<file path="src/rtl/cmp_pkg.sv">
// Shared constants and state type for the serial magnitude comparator.
// Result codes are one-hot {eq,gt,lt}; CMP_NONE is the idle/cleared value.
package cmp_pkg;

   localparam logic [2:0] CMP_EQ   = 3'b100;
   localparam logic [2:0] CMP_GT   = 3'b010;
   localparam logic [2:0] CMP_LT   = 3'b001;
   localparam logic [2:0] CMP_NONE = 3'b000;

   typedef enum logic [1:0] {
      ST_IDLE,
      ST_RUN,
      ST_DONE
   } state_t;

   // A single-slice configuration still needs a 1-bit index register
   function automatic int idxWidth(input int n);
      return (n > 1) ? $clog2(n) : 1;
   endfunction

endpackage

</file>
<file path="src/rtl/cmp_slice.sv">
// Combinational SLICE-bit unsigned magnitude comparator producing a one-hot {eq,gt,lt}.
module cmp_slice
   import cmp_pkg::*;
#(
   parameter int SLICE = 4
) (
   input  logic [SLICE-1:0] i_a,
   input  logic [SLICE-1:0] i_b,
   output logic [2:0]       o_c
);

   assign o_c = (i_a == i_b) ? CMP_EQ :
                (i_a >  i_b) ? CMP_GT : CMP_LT;

endmodule

</file>
<file path="src/rtl/serial_mag_comparator.sv">
// Sequential WIDTH-bit comparator, SLICE bits per cycle MSB first, early exit on first difference.
// Optional macro SIGNED_CMP_EN adds the cmp_signed port for two's-complement ordering.
module serial_mag_comparator
   import cmp_pkg::*;
#(
   parameter int WIDTH = 16,
   parameter int SLICE = 4
) (
   input  logic             clk,
   input  logic             rst_n,
   input  logic             in_valid,
   output logic             in_ready,
   input  logic [WIDTH-1:0] a,
   input  logic [WIDTH-1:0] b,
`ifdef SIGNED_CMP_EN
   input  logic             cmp_signed,
`endif
   output logic             out_valid,
   input  logic             out_ready,
   output logic [2:0]       c
);

   localparam int                 N        = WIDTH / SLICE;
   localparam int                 IDX_W    = idxWidth(N);
   localparam logic [IDX_W-1:0]   LAST_IDX = IDX_W'(N - 1);

   if ((SLICE < 1) || (SLICE > WIDTH)) begin : g_badSlice
      $error("serial_mag_comparator: SLICE must satisfy 1 <= SLICE <= WIDTH");
   end
   if ((WIDTH % SLICE) != 0) begin : g_badWidth
      $error("serial_mag_comparator: WIDTH must be a multiple of SLICE");
   end

   state_t             r_state;
   state_t             w_nextState;
   logic [WIDTH-1:0]   r_a;
   logic [WIDTH-1:0]   r_b;
   logic [WIDTH-1:0]   w_loadA;
   logic [WIDTH-1:0]   w_loadB;
   logic [IDX_W-1:0]   r_idx;
   logic [2:0]         r_c;
   logic [2:0]         w_sliceC;
   logic               w_lastSlice;
   logic               w_finish;

   // Operands shift left each RUN cycle, so the active slice is always the top SLICE bits
   cmp_slice #(
      .SLICE(SLICE)
   ) u_slice (
      .i_a (r_a[WIDTH-1 -: SLICE]),
      .i_b (r_b[WIDTH-1 -: SLICE]),
      .o_c (w_sliceC)
   );

   assign w_lastSlice = (r_idx == LAST_IDX);
   assign w_finish    = (w_sliceC != CMP_EQ) || w_lastSlice;

   // Flipping both sign bits maps two's-complement order onto unsigned order
   always_comb begin
      w_loadA = a;
      w_loadB = b;
`ifdef SIGNED_CMP_EN
      if (cmp_signed) begin
         w_loadA[WIDTH-1] = ~a[WIDTH-1];
         w_loadB[WIDTH-1] = ~b[WIDTH-1];
      end
`endif
   end

   always_ff @(posedge clk or negedge rst_n) begin
      if (!rst_n) begin
         r_state <= ST_IDLE;
      end else begin
         r_state <= w_nextState;
      end
   end

   always_comb begin
      w_nextState = r_state;
      case (r_state)
         ST_IDLE: if (in_valid)  w_nextState = ST_RUN;
         ST_RUN:  if (w_finish)  w_nextState = ST_DONE;
         ST_DONE: if (out_ready) w_nextState = ST_IDLE;
         default:                w_nextState = ST_IDLE;
      endcase
   end

   always_comb begin
      in_ready  = (r_state == ST_IDLE);
      out_valid = (r_state == ST_DONE);
      c         = r_c;
   end

   always_ff @(posedge clk or negedge rst_n) begin
      if (!rst_n) begin
         r_a   <= '0;
         r_b   <= '0;
         r_idx <= '0;
         r_c   <= CMP_NONE;
      end else begin
         case (r_state)
            ST_IDLE: begin
               if (in_valid) begin
                  r_a   <= w_loadA;
                  r_b   <= w_loadB;
                  r_idx <= '0;
               end
            end
            ST_RUN: begin
               if (w_finish) begin
                  r_c <= w_sliceC;
               end else begin
                  r_idx <= r_idx + IDX_W'(1);
                  r_a   <= r_a << SLICE;
                  r_b   <= r_b << SLICE;
               end
            end
            ST_DONE: begin
               if (out_ready) begin
                  r_c   <= CMP_NONE;
                  r_idx <= '0;
               end
            end
            default: ;
         endcase
      end
   end

endmodule

</file>
<file path="config.mk">
export PLATFORM = sky130hd
export DESIGN_NAME = serial_mag_comparator
export DESIGN_NICKNAME = d
export VERILOG_FILES = /design/src/rtl/cmp_pkg.sv /design/src/rtl/cmp_slice.sv /design/src/rtl/serial_mag_comparator.sv
export SDC_FILE = /design/constraint.sdc
export NUM_CORES = 1
export LEC_CHECK = 0
export ABC_AREA = 0
export BUFFER_PORTS_ARGS = -buffer_cell sky130_fd_sc_hd__clkbuf_2
export CAP_MARGIN = 20
export CORE_MARGIN = 5
export CORE_UTILIZATION = 42
export DETAILED_ROUTE_END_ITERATION = 10
export GPL_TIMING_DRIVEN = 0
export PLACE_DENSITY = 0.71
export SLEW_MARGIN = 15
export SYNTH_ARGS = -nofsm -noshare
export SYNTH_HDL_FRONTEND = slang
export SYNTH_HIERARCHICAL = 1
export SYNTH_SLANG_ARGS = --single-unit
</file>
<file path="constraint.sdc">
create_clock -name clk -period 3.2 [get_ports clk]
set_input_delay 0.32 -clock clk [delete_from_list [all_inputs] [get_ports clk]]
set_output_delay 0.32 -clock clk [all_outputs]
set_load 0.02 [all_outputs]
</file>
==> results of run 1 <==
[what timing repair did]
action	CTS	global route
resized for setup	0	0
hold buffers	0	1
hold endpoints to repair	0	8
[kinds of logic (layout without fill, tap and decap cells)]
logic type,count (synthesis),in the layout
and+or+nand+nor,56,56
buffers and inverters,27,77
DFF,39,39
adders and majority gates,5,5
AOI/OAI and AO/OA,72,72
muxes,1,1
[how the worst max path moves through the flow]
stage,endpoint,slack (ns),cells after the start
floorplan,r_a[11],0.95,9
global placement,r_b[13],0.77,9
detailed placement,r_b[13],0.73,10
CTS,r_b[13],0.71,10
global route,r_a[4],0.48,9
finish,r_b[13],0.71,10
[placed cells by master (no fill, tap or decap), drive strengths merged, types with 4 or more instances in the layout]
cell type,n
o32ai,21
o221a,6
nor2b,4
nor2,25
o21ai,11
buf,12
a21oi,24
inv,12
nand2b,5
clkbuf,49
dfrtp,39
nand2,15
o211ai,4
ha,5
[routing by layer]
layer  track usage  vias to the layer above
met5             0                        -
met4       0.06250                        0
met3       0.03363                        7
met2        0.2682                       27
met1        0.2251                      836
li1              -                      828
[sequential cells by signal, indices dropped and copies added, names as in the netlist]
register,flops
c,3
r_a,16
r_b,16
r_idx,2
r_state,2
[per-stage QoR]
stage | utilization | area, um2
floorplan | - | 2091
global placement | 0.4962 | 2375
global route | 0.5200 | 2489
detailed placement | 0.4962 | 2375
finish | 0.5200 | 2489
CTS | 0.5137 | 2459
[report_power, final]
| part | internal [mW] | switching [mW] | total [mW] | leakage (nW) |
|---|---|---|---|---|
| Sequential | 0.722 | 0.166 | 0.889 | 0.452 |
| Combinational | 0.415 | 0.570 | 0.985 | 0.570 |
| Clock | 0.149 | 0.175 | 0.324 | 0.0477 |
[worst max-delay path, delay by kind of cell (launching register included)]
| kind | cells | cell delay, ns |
|---|---|---|
| AOI/OAI and AO/OA | 2 | 0.34 |
| buffers and inverters | 3 | 0.38 |
| DFF | 1 | 0.38 |
| adders and majority gates | 1 | 0.28 |
| and+or+nand+nor | 4 | 0.98 |
[layout make-up]
type                       instances  area, um2  area share
buffer                            15      90.09     0.03620
clock buffer                       5      68.82     0.02765
clock inverter                     3      15.01    0.006033
inverter                          12      45.04     0.01810
multi-input combinational        134      979.7      0.3937
sequential                        39      975.9      0.3922
tap                               67      83.83     0.03369
timing repair buffer              42      230.2     0.09251
==> results.txt, run 1 <==
The flow ran to the end, and the final reports show no timing, DRC or antenna violations. Clock tree synthesis inserted a total of 5 buffers. Hold is met by 0.2292 ns. For this run, the number of standard cells in the final layout without fillers is 317. Synthesis produced 200 cells. The layout cell share with drive strength beyond 1 is 0.3480, and the number of placement rows is 25. The number of cells traversed by the worst hold path works out to 3.

The slowest stage of the critical path belongs to the cell or4b_1. The root buffer cell chosen for the clock tree is clkbuf_8. The mapped cell area was 0.002091 mm2; the length of the first detailed-routing pass in iterations was 4.

The multiplexer share of the synthesized area was 0.004788. Yosys printed 6 warnings. Derived from the worst setup path, the maximum achievable clock frequency is 401.1 MHz.

STA classifies the critical path startpoint as a register. Routability-driven placement finished with a final weighted congestion of 0.7621. Traced cell by cell, the critical path runs through inv_1, ha_1, nand2_1, nor2_1, nor2b_1, or4b_1, buf_6, buf_6, o32ai_2, a21oi_1. Power spread over the standard cell area amounts to 883.2 mW/mm2. The xor/xnor share of the synthesized area works out to 0. The total of max-cap violations was 0; the routed wire length on met2 was 2475 um. The area growth from synthesis to layout is 19.03%. The required time of the critical path is 3.35 ns, and the number of cells on the worst reg-to-reg path is 10.

In this run the most critical hold path is launched from b[0]. For the final count of negative-setup-slack endpoints, the log shows 0. The total power was 2.198 mW; the largest fanout on the critical path was 10. After synthesis, the largest family of logic cells by area is compound AO/OA/AOI/OAI gates. The peak ir drop on the vdd network was 0.0004727 V.

The post-detailed-route wirelength per cell came out at 15.76 um. The layout has 441 filler cells. The die covers 0.006489 mm2. The run gives 0 as the number of antenna violations at the first check in global routing. The tools report the capturing element type of the critical path as a register. The floorplan step set the die height to 80.56 um. Total detailed-routing wirelength: 4996 um. For the effective utilization at floorplan, the log shows 0.4369. The fraction of synthesized cell area taken by the top area cell type was 0.4668.

The worst hold path terminates at r_b[0]. The clock input transition at the sequential cells of the worst setup and hold paths was 0.08 ns. The tools report the relative slew slack as 0.5272. The critical path is of the reg2reg type. 0 antenna diodes ended up in the layout.

Synthesis inferred 39 register bits. The number of buffers added for setup after CTS came out at 0. The run gives 0.4668 as the sequential cell area fraction in the yosys report. The global-route usage over all layers is 0.1682, and the count of routing violations after the opening detailed-route iteration is 112. The core region is 0.004786 mm2. 41 I/O pins were placed. The simple-gate share of the synthesized area came out at 0.1257. The startpoint identified for the worst register-to-register timing path is r_b[14]. TritonCTS built the clock tree. Among all cell types in the netlist, the one instantiated most often is dfrtp_1. The detail-routed via count per cell was 5.356. The leakage power is 1.069 nW, and the reg-to-reg setup timing slack is 0.71 ns.

The portion of the clock cycle consumed by the worst path in the final layout came out at 0.7791. Each instance of the synthesized netlist takes up on average 10.45 um2. For the sum of negative setup slack, the log shows 0 ns. Counting every net in the synthesized netlist gives 241.

The synthesized design contains 0 enable-type register cells. Counting stages on the worst path, the most repeated cell is buf_6. The met3 routed wirelength is 143 um, and the number of unique standard cell types used by synthesis is 31. The data arrival time of the critical path came out at 2.64 ns. For this run the aggregate overflow at the end of global routing stands at 0. Across all setup checks in the final design, the least slack found is 0.7068 ns. The first-pass GRT wire length was 8369 um; the clock period minus worst slack was 2.493 ns. The number of endpoints with negative hold slack in the final report was 0.

In this design, the stage delay of the slowest critical-path cell is 0.54 ns. The most used flip-flop cell after synthesis was dfrtp_1. Share of synthesized registers carrying an async set or reset: 1.000.

In the post-synthesis netlist, the biggest area contributors are dfrtp_1 (47%), o32ai_2 (14%), a21oi_1 (5.5%), nor2_1 (4.5%), o221a_2 (3.2%). Tracing the worst setup path back leads to its startpoint at r_b[14]. The number of buffer cells added on primary ports is 40.

The maximum clock path buffer count was 2. In this run, placement finished with an instance count of 307. The clock drives 39 sinks.

The number of nets in the layout is 290, and the number of DRC violations after detailed routing is 0. For this block, wires on met1 add up to 2281 um. Routed signal wires occupy layers up through met4. The insertion delay to the later sink of the worst-skew pair came out at 0.30 ns. Post-synthesis share of cell area spent on full adders, half adders and majority gates: 0.02992.

The worst-case clock skew is 0.01091 ns. The placed wire-length estimate after detailed placement was 3515 um. The tools report the endpoint of the most critical register-to-register path as r_b[13].

The post-synthesis compound-gate area fraction is 0.3082, and the pin count of the biggest net entering global routing is 40. The routed layout has 1698 vias. H-tree level count: 2.

Setup repair after global routing left no endpoint under its margin. The pre-CTS worst setup slack was 0.7260 ns; the transition time at the pin with the least slew margin was 0.7092 ns. The tools report the number of global-route vias before repair as 1740. The biggest area contributor in the post-synthesis netlist is dfrtp_1.

The commonest cells after synthesis are dfrtp_1 (39), nor2_1 (25), a21oi_1 (23). The tightest min-delay check is of the in2reg type. In this run the horizontal extent of the chip is 80.56 um.

Once detail routing completed, the nets flagged for antenna violations numbered 0. The tools report the number of max-slew violations in the final report as 0.
Note: power is estimated with default switching activity, not from simulation.
==> inputs of run 2 (changes only) <==
==> constraint.sdc (replaced) <==
create_clock -name clk -period 2.5 [get_ports clk]
set_input_delay 0.25 -clock clk [delete_from_list [all_inputs] [get_ports clk]]
set_output_delay 0.25 -clock clk [all_outputs]
set_load 0.02 [all_outputs]
==> run 2 against run 1 <==
Net effect:
- final area is 3.6% higher
- combinational power is 42% higher
- power is 35% higher
- critical path depth stayed put
- count of clock-buffer cells in the layout stayed put
- die area stayed put
- sequential power is 29% higher
- clock skew is 0.0018 ns lower
- worst hold slack worse by 0.070 ns
- critical path type unchanged
- critical endpoint is now r_a[4]
==> results.txt, run 2 (synthesized netlist as in run 1, its figures left out) <==
The internal cell power was 1.728 mW (+34%). The count of filler cells inserted in the layout was 436 (-1.1%); the worst-case clock skew was 0.009060 ns (-0.001846 ns). The switching portion of total power was 0.4188 (+0.004241). The startpoint of the most critical hold path was b[0].

The count of routing violations after the opening detailed-route iteration was 126 (+13%); the number of placement rows was 25 (unchanged). The total detailed-routing wirelength was 5117 um (+2.4%); the portion of the clock cycle consumed by the worst path in the final layout was 0.9641 (+0.1850). The logs give 41 (unchanged) for the number of top-level design ports and 3515 um (unchanged) for the placed wire-length estimate after detailed placement. The logs give 0 (unchanged) for the number of antenna violations at the first check in global routing and 0 (unchanged) for the final count of negative-setup-slack endpoints. For the number of nets with antenna violations after detailed routing, the log shows 0 (unchanged). The worst stage delay on the critical path was 0.55 ns (about the same). The chip width is 80.56 um (unchanged).

The number of endpoints with negative hold slack in the final report came out at 0 (unchanged). The count of inserted antenna diode cells came out at 0 (unchanged). The tools report the weighted congestion reported at the end of routability-driven placement as 0.7621 (unchanged). In this run the critical register-to-register path is launched from r_b[14]. Area of the core: 0.004786 mm2 (unchanged).

Total of max-cap violations: 0 (unchanged). The type of the worst setup path is reg2reg. The number of buffer cells added on primary ports is 40 (unchanged). The kind of launch point of the worst setup path is a register. The power per cell area came out at 1153 mW/mm2 (+31%).

The post-detailed-route wirelength per cell works out to 15.99 um (+1.5%). The final global-route overflow total came out at 0 (unchanged). Setup repair after global routing left no endpoint under its margin.

The transition time at the pin with the least slew margin came out at 0.7372 ns (+0.02806 ns). The signal on the critical path passes through inv_1, ha_1, nand2_2, o21ai_1, nor2b_2, or4b_4, buf_6, buf_6, o32ai_2, a21oi_1. The total via count in the routed design was 1699 (+0.059%). The logs give 2 (unchanged) for the maximum clock path buffer count and 414.9 MHz (+3.4%) for the achievable frequency. In the layout the commonest cells are clkbuf_2 (42), dfrtp_1 (39), nor2_1 (24). Number of global-route vias before repair: 1740 (unchanged). The slowest cell on the critical path is or4b_4. The clock period minus worst slack was 2.410 ns (-0.08282 ns). The reg-to-reg setup timing slack is 0.09 ns (-0.62 ns), and the share of total power in the clock network is 0.141 (-0.006). The number of cells traversed by the worst hold path came out at 3 (unchanged). Floorplan die height: 80.56 um (unchanged). The sum of negative setup slack came out at 0 ns (unchanged). The clock root buffer is clkbuf_8. Leaving out fill and tap cells, the most frequent cell in the layout is clkbuf_2. TritonCTS built the clock tree. The leakage power was 1.091 nW (+2.0%). For hold timing, the worst endpoint is r_b[0].

The clock input transition at the sequential cells of the worst setup and hold paths is 0.08 ns (about the same). The flow ran to the end, and the final reports show no timing, DRC or antenna violations. Global-route usage over all layers: 0.1682 (unchanged).

The logs give 2.58 ns (-0.06 ns) for the data arrival time of the critical path and 2 (unchanged) for the H-tree level count. The logs give 0.006489 mm2 (unchanged) for the total die area and 1.246 mW (+37%) for the net switching power figure. For the number of buffers created by CTS, the log shows 5 (unchanged). The layout cell share with drive strength beyond 1 came out at 0.3913 (+0.04330).

The endpoint of the most critical register-to-register path was r_a[4]. The run gives 2.974 mW (+35%) as the total power. The peak ir drop on the vdd network was 0.0006370 V (+35%); the sequential power share was 0.388 (-0.016). For the number of nets in the layout, the log shows 293 (+1.0%).

The length of the first detailed-routing pass in iterations was 4 (unchanged); the first-pass GRT wire length was 8369 um (unchanged). The area growth from synthesis to layout is 23.34%. The tools report the number of max-slew violations in the final report as 0 (unchanged).

The insertion delay to the later sink of the worst-skew pair came out at 0.30 ns (about the same). The logic gate share of total power was 0.471 (+0.023). The detail-routed via count per cell is 5.309 (-0.88%). The worst hold path belongs to the class in2reg.

The number of cells on the worst reg-to-reg path was 10 (unchanged). Required time of the critical path: 2.67 ns (-0.68 ns). Pin count of the biggest net entering global routing: 40 (unchanged). For the effective utilization at floorplan, the log shows 0.4369 (unchanged). The most numerous cell type found on the critical path is buf_6. The capturing element type of the critical path was a register. For the clock sink count, the log shows 39 (unchanged). The number of DRC violations after detailed routing is 0 (unchanged). The largest fanout on the critical path is 10 (unchanged), and the relative slew slack is 0.5085 (-0.01870).
-- run 2: cell types whose count changed in the layout (fill, tap and decap cells not counted), moves of 2 or more --
cell	delta
o32ai_2	-2
o32ai_4	+2
ha_4	+2
clkbuf_2	+2
buf_4	+2
clkbuf_1	-2
ha_1	-2
-- run 2: stage by stage --
stage | util | setup slack (ns) | instance area (um2) | hold WS [ns] | std cells
floorplan | - | 0.2540 | 2091 | -0.04559 | 200
global placement | 0.4962 | 0.06792 | 2375 | 0.4515 | 307
detailed placement | 0.4962 | 0.02602 | 2375 | 0.4512 | 307
CTS | 0.5137 | 0.01172 | 2459 | 0.1340 | 315
global route | 0.5388 | 0.0007294 | 2579 | 0.1746 | 320
finish | 0.5388 | 0.08967 | 2579 | 0.1593 | 320
-- run 2: layout make-up --
| type | instances | area [um2] | share of cell area |
|---|---|---|---|
| sequential | 39 | 975.9 | 0.3785 |
| inverter | 12 | 45.04 | 0.01747 |
| timing repair buffer | 45 | 250.2 | 0.09704 |
| tap | 67 | 83.83 | 0.03251 |
| clock buffer | 5 | 68.82 | 0.02669 |
| buffer | 15 | 92.59 | 0.03590 |
| clock inverter | 3 | 15.01 | 0.005822 |
| multi-input combinational | 134 | 1047 | 0.4061 |
-- run 2: what timing repair did --
| action | 4_1_cts | 5_1_grt |
|---|---|---|
| buffers inserted | 0 | 2 |
| hold buffers | 0 | 1 |
| hold endpoints to repair | 0 | 8 |
| gates resized for setup | 0 | 14 |
| setup endpoints to repair | 0 | 36 |
-- run 2: worst max-delay path by stage --
| stage | from | to | slack [ns] | cells past startpoint |
|---|---|---|---|---|
| after floorplan | r_a[15] | r_a[11] | 0.25 | 9 |
| after global placement | r_a[15] | r_b[13] | 0.07 | 9 |
| after detailed placement | r_b[14] | r_b[13] | 0.03 | 10 |
| after CTS | r_b[14] | r_b[13] | 0.01 | 10 |
| after global routing | r_b[14] | r_a[4] | 0.0007 | 10 |
| final | r_b[14] | r_a[4] | 0.09 | 10 |
-- run 2: per-layer routing --
metal / routed length, um / part of all wire / global-route usage
met1: 2335 / 0.46 / 0.2251
met2: 2510 / 0.49 / 0.2682
met3: 172 / 0.034 / 0.03363
met4: 98 / 0.019 / 0.06250
met5: 0 / 0 / 0
-- run 2: worst max-delay path: cells and delay by family, from the launching register on --
kind | cells | cell delay (ns)
compound gates | 3 | 0.42
fa+ha+maj | 1 | 0.28
buf+inv | 3 | 0.37
flops | 1 | 0.37
simple gates | 3 | 0.83
-- run 2: power groups by stage --
stage	Combinational [mW]	Sequential, mW	Clock, mW
2_1_floorplan	0.944	1.12	0
3_3_place_gp	1.22	1.14	0
3_5_place_dp	1.25	1.14	0
4_1_cts	1.26	1.13	0.425
5_1_grt	1.58	1.18	0.452
6_report	1.40	1.15	0.420
